$ cat config.mk
export PLATFORM = sky130hd
export DESIGN_NAME = pending_priority_encoder_flat
export DESIGN_NICKNAME = d
export VERILOG_FILES = /design/src/rtl/pending_priority_encoder_pkg.sv /design/src/rtl/pending_priority_encoder_if.sv /design/src/rtl/pending_priority_encoder_prio_find.sv /design/src/rtl/pending_priority_encoder.sv /design/src/flat_wrapper.sv
export SDC_FILE = /design/constraint.sdc
export NUM_CORES = 1
export LEC_CHECK = 0
export ABC_AREA = 1
export BUFFER_PORTS_ARGS = -buffer_cell sky130_fd_sc_hd__buf_2
export CORE_MARGIN = 1.5
export CORE_UTILIZATION = 43
export CTS_CLUSTER_SIZE = 40
export DETAILED_ROUTE_END_ITERATION = 10
export PLACE_DENSITY = 0.72
export SLEW_MARGIN = 10
export SYNTH_ARGS = -nofsm -noshare
export SYNTH_HDL_FRONTEND = slang
export SYNTH_SLANG_ARGS = --single-unit
export TNS_END_PERCENT = 20
$ cat constraint.sdc
create_clock -name clk -period 1.3 [get_ports clk]
set_input_delay 0.39 -clock clk [delete_from_list [all_inputs] [get_ports clk]]
set_output_delay 0.39 -clock clk [all_outputs]
set_load 0.02 [all_outputs]
$ cat src/rtl/pending_priority_encoder_pkg.sv
// Shared constants and helpers for the pending priority encoder.
// Optional round-robin search: define PENDING_PRIORITY_ENCODER_RR_EN.
package pending_priority_encoder_pkg;

  localparam int N_DEFAULT = 8;

  // Code width for n request lines (same as $clog2 for n >= 2).
  function automatic int clog2w(input int n);
    int w;
    w = 0;
    for (int i = 0; i < 31; i++)
      if ((1 << i) < n) w = i + 1;
    return (w < 1) ? 1 : w;
  endfunction

  // Round-robin pointer value after reset: search starts at the top line.
  function automatic int rr_reset_ptr(input int n);
    return n - 1;
  endfunction

endpackage

$ cat src/rtl/pending_priority_encoder_if.sv
// Request/response bundle for the pending priority encoder.
// slave: the encoder side; master: the event source / consumer side.
interface pending_priority_encoder_if
  import pending_priority_encoder_pkg::*;
#(
  parameter int N = N_DEFAULT
);
  localparam int W = clog2w(N);

  logic [N-1:0] req_in;
  logic         out_valid;
  logic         out_ready;
  logic [W-1:0] out_code;
  logic [N-1:0] pending;
  logic         collide;

  modport slave (
    input  req_in, out_ready,
    output out_valid, out_code, pending, collide
  );

  modport master (
    output req_in, out_ready,
    input  out_valid, out_code, pending, collide
  );

endinterface

$ cat src/rtl/pending_priority_encoder_prio_find.sv
// Combinational find-first-set: scans vec from start downward, wrapping
// from 0 to N-1, and reports the first set index.
module prio_find
  import pending_priority_encoder_pkg::*;
#(
  parameter  int N = N_DEFAULT,
  localparam int W = clog2w(N)
) (
  input  logic [N-1:0] vec,
  input  logic [W-1:0] start,
  output logic         found,
  output logic [W-1:0] idx
);

  logic [W:0] pos;

  // Walk offsets from farthest to nearest so the nearest hit is the last write.
  always_comb begin
    found = 1'b0;
    idx   = '0;
    pos   = '0;
    for (int k = N - 1; k >= 0; k--) begin
      pos = {1'b0, start} + (W+1)'(N) - (W+1)'(k);
      if (pos >= (W+1)'(N)) pos = pos - (W+1)'(N);
      if (vec[pos[W-1:0]]) begin
        found = 1'b1;
        idx   = pos[W-1:0];
      end
    end
  end

endmodule

$ cat src/rtl/pending_priority_encoder.sv
// Sticky pending register in front of a valid/ready code output.
// Request pulses accumulate; one pending index is emitted per load,
// highest index first (or round-robin with PENDING_PRIORITY_ENCODER_RR_EN).
module pending_priority_encoder
  import pending_priority_encoder_pkg::*;
#(
  parameter int N = N_DEFAULT
) (
  input logic clk,
  input logic rst,
  pending_priority_encoder_if.slave bus
);

  localparam int W = clog2w(N);

  logic [N-1:0] pending_q,   pending_d;
  logic         out_valid_q, out_valid_d;
  logic [W-1:0] out_code_q,  out_code_d;
  logic         collide_q,   collide_d;

  logic         load;
  logic         do_load;
  logic         found;
  logic [W-1:0] sel_idx;
  logic [W-1:0] start;
  logic [N-1:0] clr_mask;

`ifdef PENDING_PRIORITY_ENCODER_RR_EN
  logic [W-1:0] ptr_q, ptr_d;
  assign start = ptr_q;
`else
  assign start = W'(N - 1);
`endif

  // Selection looks only at registered pending bits, never at req_in.
  prio_find #(.N(N)) u_find (
    .vec   (pending_q),
    .start (start),
    .found (found),
    .idx   (sel_idx)
  );

  // Output slot, pending accumulation and collision detect for the next edge.
  always_comb begin
    load        = !out_valid_q || bus.out_ready;
    do_load     = load && found;
    clr_mask    = '0;
    out_valid_d = out_valid_q;
    out_code_d  = out_code_q;
    if (do_load) clr_mask[sel_idx] = 1'b1;
    if (load) out_valid_d = found;
    if (do_load) out_code_d = sel_idx;
    // Set wins over clear: a request on the bit being loaded is a new event.
    pending_d = (pending_q & ~clr_mask) | bus.req_in;
    // A hit on a bit that stays pending merges into the existing event.
    collide_d = |(bus.req_in & pending_q & ~clr_mask);
  end

`ifdef PENDING_PRIORITY_ENCODER_RR_EN
  // Next search starts just below the index just handed out.
  always_comb begin
    ptr_d = ptr_q;
    if (do_load) ptr_d = (sel_idx == '0) ? W'(N - 1) : sel_idx - 1'b1;
  end

  // Round-robin pointer register.
  always_ff @(posedge clk or posedge rst) begin
    if (rst) ptr_q <= W'(rr_reset_ptr(N));
    else     ptr_q <= ptr_d;
  end
`endif

  // State registers; reset drops any held code and all pending events.
  always_ff @(posedge clk or posedge rst) begin
    if (rst) begin
      pending_q   <= '0;
      out_valid_q <= 1'b0;
      out_code_q  <= '0;
      collide_q   <= 1'b0;
    end else begin
      pending_q   <= pending_d;
      out_valid_q <= out_valid_d;
      out_code_q  <= out_code_d;
      collide_q   <= collide_d;
    end
  end

  assign bus.pending   = pending_q;
  assign bus.out_valid = out_valid_q;
  assign bus.out_code  = out_code_q;
  assign bus.collide   = collide_q;

endmodule

$ cat src/flat_wrapper.sv
// flat-port wrapper written by rule: the top's interface ports become plain ports
module pending_priority_encoder_flat import pending_priority_encoder_pkg::*;
#(
  parameter int N = N_DEFAULT
)
  (clk, rst, bus_req_in, bus_out_ready, bus_out_valid, bus_out_code, bus_pending, bus_collide);
  pending_priority_encoder_if #(.N(N)) bus_i ();
  input logic clk;
  input logic rst;
  input wire logic [$bits(bus_i.req_in)-1:0] bus_req_in;
  input wire logic [$bits(bus_i.out_ready)-1:0] bus_out_ready;
  output wire logic [$bits(bus_i.out_valid)-1:0] bus_out_valid;
  output wire logic [$bits(bus_i.out_code)-1:0] bus_out_code;
  output wire logic [$bits(bus_i.pending)-1:0] bus_pending;
  output wire logic [$bits(bus_i.collide)-1:0] bus_collide;
  assign bus_i.req_in = bus_req_in;
  assign bus_i.out_ready = bus_out_ready;
  assign bus_out_valid = bus_i.out_valid;
  assign bus_out_code = bus_i.out_code;
  assign bus_pending = bus_i.pending;
  assign bus_collide = bus_i.collide;
  pending_priority_encoder #(.N(N)) u_core (.clk(clk), .rst(rst), .bus(bus_i));
endmodule
==> results.ini, run 1 <==
[power]
comb_power_share=0.155
p_clk_frac=0.312
switchingPower_mw=0.219
p_sw_frac=0.273
power.density_nw_per_um2=838
p_int_mw=0.584
ir_drop_uv=613
p_seq_frac=0.533
leakagePower_nw=0.472

[yosys]
synthSimpleGateAreaFrac=0.383
synthesis.area_um2=729
synth_area_per_cell_um2=8.29
synth_xor_area_frac=0
syn-num-nets=99
synth.distinct_cells=18
synth_top_family_by_area=simple AND/OR/NAND/NOR gates
synthMuxAreaShare=0
ys_seq_area_frac=0.446
synth_fa_ha_area_frac=0
ys_warn_count=0
synth_cells=88
synth_compound_area_frac=0.0943
ys_ff_latch=13

[drt]
drt_first_pass_iters=4
via_per_inst=4.96
wl_per_cell_um=11.0
totalWireLength_um=1500
vias=674
drc=0
drt_iter0_markers=12
ant_nets=0

[cts]
cts_tree=done
cts.clk_slew.worst_paths_ns=0.08
cts-root-buf=clkbuf_4
cts_hold_buffers=0
clkSinkCount=13
htreeDepth=1
insertion_delay_ns=0.27
clock_path_buffers=2
numCtsBuffers=3

[finish]
diodes=0
ff_latch_area_um2=332
fillCellCount=145
area_growth_pct=31.4
drive_gt1_frac=0.475
fin_nets=132
multi_input_comb_area_um2=365

[die]
die_area_um2=1950
floorplan.rows=14
pin_count=24
core_area_um2=1540
die_h_um=44.2
start_util=0.473
fp.dieW_um=44.2

[sta]
setup_slack_ns=-0.00417
hold_ws_ns=0.125
setup_viol=1
tightest_slew_ns=0.498
finClkSkew_ns=0.000913
report.final.slew_viol_count=0
slew_headroom=0.668
finalHoldViolations=0
grt_setup_unrepaired=true
period_needed_ns=1.30
max_clock_freq_mhz=767
period_share=1.00

[worst_setup_path]
end_kind=register
path_class=register to register
rr_startpoint=u_core.bus.pending[3]
reg2reg_to=u_core.bus.collide
worst-path-max-fanout=5
arrival_ns=1.47
start_kind=register
crit_required_ns=1.47
regToRegSetupSlack_ns=-0.004
r2r_cells=11

[flow_run]
cap_viol_max_count=0

[run_status]
violations=setup timing
status=complete, but fails checks

[hold_path]
hp-class=input pin to asynchronous set/reset pin

[global_route]
grt_overflow_total=0
grt_util_all_layers=0.165
grt_pass1_vias=560
grt_max_degree=14
antenna_found_initial=0
grt_pass1_wl_um=2280

[placed_design]
placement.io_buffers=23
dp_slack_ns=-0.0276
gp_congestion=0.857
dp_hpwl_um=1190

[layout make-up]
type,instances,share of cell area
Multi-Input combinational cell,60,0.381
Sequential cell,13,0.346
Timing Repair Buffer,28,0.166
Inverter,15,0.0587
Clock buffer,4,0.0274
Tap cell,16,0.0209
[what timing repair did]
item,4_1_cts,5_1_grt
setup buffers,0,2
endpoints found under the hold margin,0,0
gates resized for setup,2,5
pin swaps,0,2
endpoints found under the setup margin,2,9
[worst max-delay path by stage]
stage / startpoint / endpoint / slack (ns) / depth (start not counted)
floorplan: u_core.bus.pending[1] / u_core.bus.collide / 0.01 / 11
global placement: bus_out_ready / u_core.bus.collide / -0.02 / 8
detailed placement: bus_out_ready / u_core.bus.collide / -0.03 / 8
CTS: u_core.bus.pending[2] / u_core.bus.collide / -0.02 / 8
global route: u_core.bus.pending[3] / u_core.bus.collide / -0.12 / 11
finish: u_core.bus.pending[3] / u_core.bus.collide / -0.004 / 11
[flip-flops by register name, summed over array words and instances (netlist names)]
name,flops
u_core.bus.pending,8
u_core.bus.out_valid,1
u_core.bus.collide,1
u_core.bus.out_code,3
[power by group through the flow]
stage          combinational [mW]  clock (mW)  sequential, mW
2_1_floorplan              0.0579           0           0.450
3_3_place_gp                0.119           0           0.435
3_5_place_dp                0.122           0           0.436
4_1_cts                     0.122       0.255           0.428
5_1_grt                     0.135       0.282           0.430
6_report                    0.125       0.250           0.428
[critical path: stages (launching register included)]
cell,delay (ns)
dfrtp_2,0.45
inv_1,0.06
nand2_1,0.05
nand2_1,0.05
nand2_1,0.07
nand2_2,0.08
buf_4,0.12
nand3_2,0.05
nand2_1,0.09
nor2_1,0.04
nor2_1,0.09
nand2_1,0.05
[layout by cell type, fill, tap and decap left out]
cell type / count
nor2_2: 1
nor2_8: 1
nand2_4: 1
nand3_1: 1
inv_1: 12
nor2_4: 5
nor2_1: 8
buf_4: 5
or2_2: 2
a21o_1: 3
nand2_2: 3
dfrtp_1: 8
o21bai_1: 2
dfrtp_2: 5
inv_2: 3
nand2_1: 23
clkbuf_1: 1
o211ai_1: 1
nand3_2: 5
buf_6: 1
a31oi_1: 3
buf_2: 22
a21oi_1: 1
clkbuf_4: 3
[metal layers]
layer  vias to the layer above  part of all wire  global-route usage
met1                       301              0.43               0.213
met3                         4             0.059              0.0367
met4                         0             0.016              0.0727
met5                         -                 0                   0
met2                        27              0.49               0.265
li1                        342                 -                   -
[metrics by stage]
stage	cells	utilization	TNS [ns]	instance area, um2	total power [mW]
after floorplan	88	-	0	738	0.508
after global placement	131	0.586	-0.0158	903	0.554
after detailed placement	131	0.586	-0.0276	903	0.558
after CTS	134	0.602	-0.0156	928	0.805
after global routing	136	0.622	-0.296	958	0.847
final	136	0.622	-0.00417	958	0.803
[cell families after synthesis]
family | count (synthesis)
flops | 13
buf+inv | 15
compound gates | 10
simple gates | 50
[cell usage after synthesis, drive strengths merged]
cell | instances | area [um2]
nand2 | 27 | 111
a21oi | 1 | 5.00
dfrtp | 13 | 325
inv | 15 | 56.3
o211ai | 1 | 7.51
a21o | 3 | 22.5
or2 | 2 | 12.5
a31oi | 3 | 18.8
o21bai | 2 | 15.0
nand3 | 6 | 50.1
nor2 | 15 | 105
Power figures use the tool's default switching activity.
==> inputs of run 2 (changes only) <==
--- a/config.mk
+++ b/config.mk
@@ -7,11 +7,13 @@
 export LEC_CHECK = 0
 export ABC_AREA = 1
 export BUFFER_PORTS_ARGS = -buffer_cell sky130_fd_sc_hd__buf_2
+export CELL_PAD_IN_SITES_DETAIL_PLACEMENT = 1
+export CELL_PAD_IN_SITES_GLOBAL_PLACEMENT = 1
 export CORE_MARGIN = 1.5
-export CORE_UTILIZATION = 43
+export CORE_UTILIZATION = 31
 export CTS_CLUSTER_SIZE = 40
 export DETAILED_ROUTE_END_ITERATION = 10
-export PLACE_DENSITY = 0.72
+export PLACE_DENSITY_LB_ADDON = 0.1
 export SLEW_MARGIN = 10
 export SYNTH_ARGS = -nofsm -noshare
 export SYNTH_HDL_FRONTEND = slang
==> run 2 against run 1 <==
The flow still finishes with violations (setup timing). Clock skew down 0.00058 ns. First-iteration DRC count down 83%. Final cell count up 15%. Highest routed layer unchanged. Critical endpoint is now bus_pending[1]. Core utilization down 13 points. Sequential power about the same. Critical path depth down 9. Sequential cell count unchanged. Worst setup slack worse by 0.070 ns. Non-clock buffer count up 9.
==> results.ini, run 2 (synthesized netlist as in run 1, its figures left out) <==
[drt]
wl_per_cell_um=11.5
drt_first_pass_iters=2
via_per_inst=4.25
vias=668
totalWireLength_um=1800
drt_iter0_markers=2
drc=0
ant_nets=0

[power]
ir_drop_uv=350
leakagePower_nw=0.529
comb_power_share=0.183
p_sw_frac=0.280
p_int_mw=0.602
total_power_mw=0.836
power.density_nw_per_um2=764
p_seq_frac=0.511
switchingPower_mw=0.234
p_clk_frac=0.306

[global_route]
grtUsageMet1=0.226
grt_overflow_total=0
busiest_layer=met1
grt_max_degree=14
grt_util_all_layers=0.156
use_met3=0.0345
antenna_found_initial=0
use_met2=0.222
grt_pass1_vias=656
grt_pass1_wl_um=2970

[finish]
fin_nets=141
largest_reg_flops=8
mostFrequentLayoutCell=nand2_1
fin_cells=157
diodes=0
fillCellCount=282
mostFrequentLayoutCells=22 x nand2_1, 18 x buf_2, 11 x buf_4, 10 x inv_1
drive_gt1_frac=0.550
area_growth_pct=49.9

[die]
die_area_um2=2650
core_area_um2=2210
pin_count=24
die_h_um=51.5
floorplan.rows=17
start_util=0.330
fp.dieW_um=51.5

[sta]
tightest_slew_ns=0.220
max_clock_freq_mhz=728
period_share=1.06
period_needed_ns=1.37
finalHoldViolations=0
slew_headroom=0.853
setup_slack_ns=-0.0741
report.final.slew_viol_count=0
setup_viol=5
grt_setup_unrepaired=true
finClkSkew_ns=0.000334

[worst_setup_path]
crit_required_ns=0.91
worst_path_max_delay_cell=dfrtp_1
end_kind=primary output
crit_buf_inv=2
path_class=register to primary output
worst-path-max-fanout=4
start_kind=register
cpMostUsedCell=buf_4
r2r_cells=8
cp_top_family=flip-flops
cp_cell_sequence=buf_4 > buf_4
max_stage_delay_ns=0.42
cp_num_cells=2
arrival_ns=0.98

[cts]
numCtsBuffers=3
clkSinkCount=13
cts-root-buf=clkbuf_4
cts_tree=done
cts_hold_buffers=0
insertion_delay_ns=0.27
clock_path_buffers=2
htreeDepth=1
cts.clk_slew.worst_paths_ns=0.08

[placed_design]
dpl.cell_count=150
dp_hpwl_um=1410
placement.io_buffers=23
gp_congestion=0.756
dp_slack_ns=-0.0579

[run_status]
violations=setup timing
status=complete, but fails checks

[hold_path]
hp-class=input pin to asynchronous set/reset pin

[flow_run]
cap_viol_max_count=0

-- run 2: cell types whose count changed in the layout (fill, tap and decap cells not counted), sizes merged --
cell / change
buf: +9
-- run 2: layer usage --
layer	part of all wire	up-vias	wire length, um
li1	-	357	-
met1	0.48	293	871
met2	0.47	16	842
met3	0.037	2	67
met4	0.0089	0	16
met5	0	-	0
-- run 2: final timing paths --
path	startpoint	slack, ns	endpoint
setup reg to reg	u_core.bus.pending[2]	-0.04	u_core.bus.collide
setup / recovery	u_core.bus.pending[1]	-0.07	bus_pending[1]
min in group clk	bus_req_in[2]	0.31	u_core.bus.pending[2]
hold reg to reg	u_core.bus.out_code[2]	0.48	u_core.bus.out_code[2]
max in group asynchronous	rst	1.03	u_core.bus.pending[3]
hold / removal	rst	0.09	u_core.bus.out_code[0]
-- run 2: timing repair --
item | 4_1_cts | 5_1_grt
buffers inserted | 0 | 3
pin swaps | 0 | 8
endpoints found under the setup margin | 4 | 14
gates resized for setup | 11 | 13
-- run 2: worst reg2reg max path, stage by stage (launching register included) --
cell     delay, ns
dfrtp_2       0.44
nor2_2        0.18
inv_1         0.09
nor2_2        0.16
nand3_2       0.11
nand3_2       0.09
nand2_1       0.05
nor2_1        0.08
nand2_1       0.05
-- run 2: area by class of cell --
class / count / area (um2) / share of cell area
Clock buffer: 4 / 26.3 / 0.0240
Inverter: 15 / 56.3 / 0.0515
Multi-Input combinational cell: 60 / 382 / 0.349
Sequential cell: 13 / 332 / 0.303
Tap cell: 28 / 35.0 / 0.0320
Timing Repair Buffer: 37 / 263 / 0.240
-- run 2: per-stage QoR --
stage	hold WS, ns	utilization	TNS [ns]	cell area, um2
after floorplan	0.267	-	0	738
after global placement	0.390	0.439	-0.0394	971
after detailed placement	0.399	0.439	-0.0579	971
after CTS	0.0878	0.467	-0.183	1030
after global routing	0.112	0.494	-0.769	1090
final	0.0887	0.494	-0.220	1090
-- run 2: power by group through the flow --
stage	combinational (mW)	sequential [mW]	clock (mW)
6_report	0.153	0.427	0.256
5_1_grt	0.168	0.429	0.302
4_1_cts	0.141	0.427	0.278
3_5_place_dp	0.137	0.435	0
3_3_place_gp	0.135	0.435	0
2_1_floorplan	0.0579	0.450	0
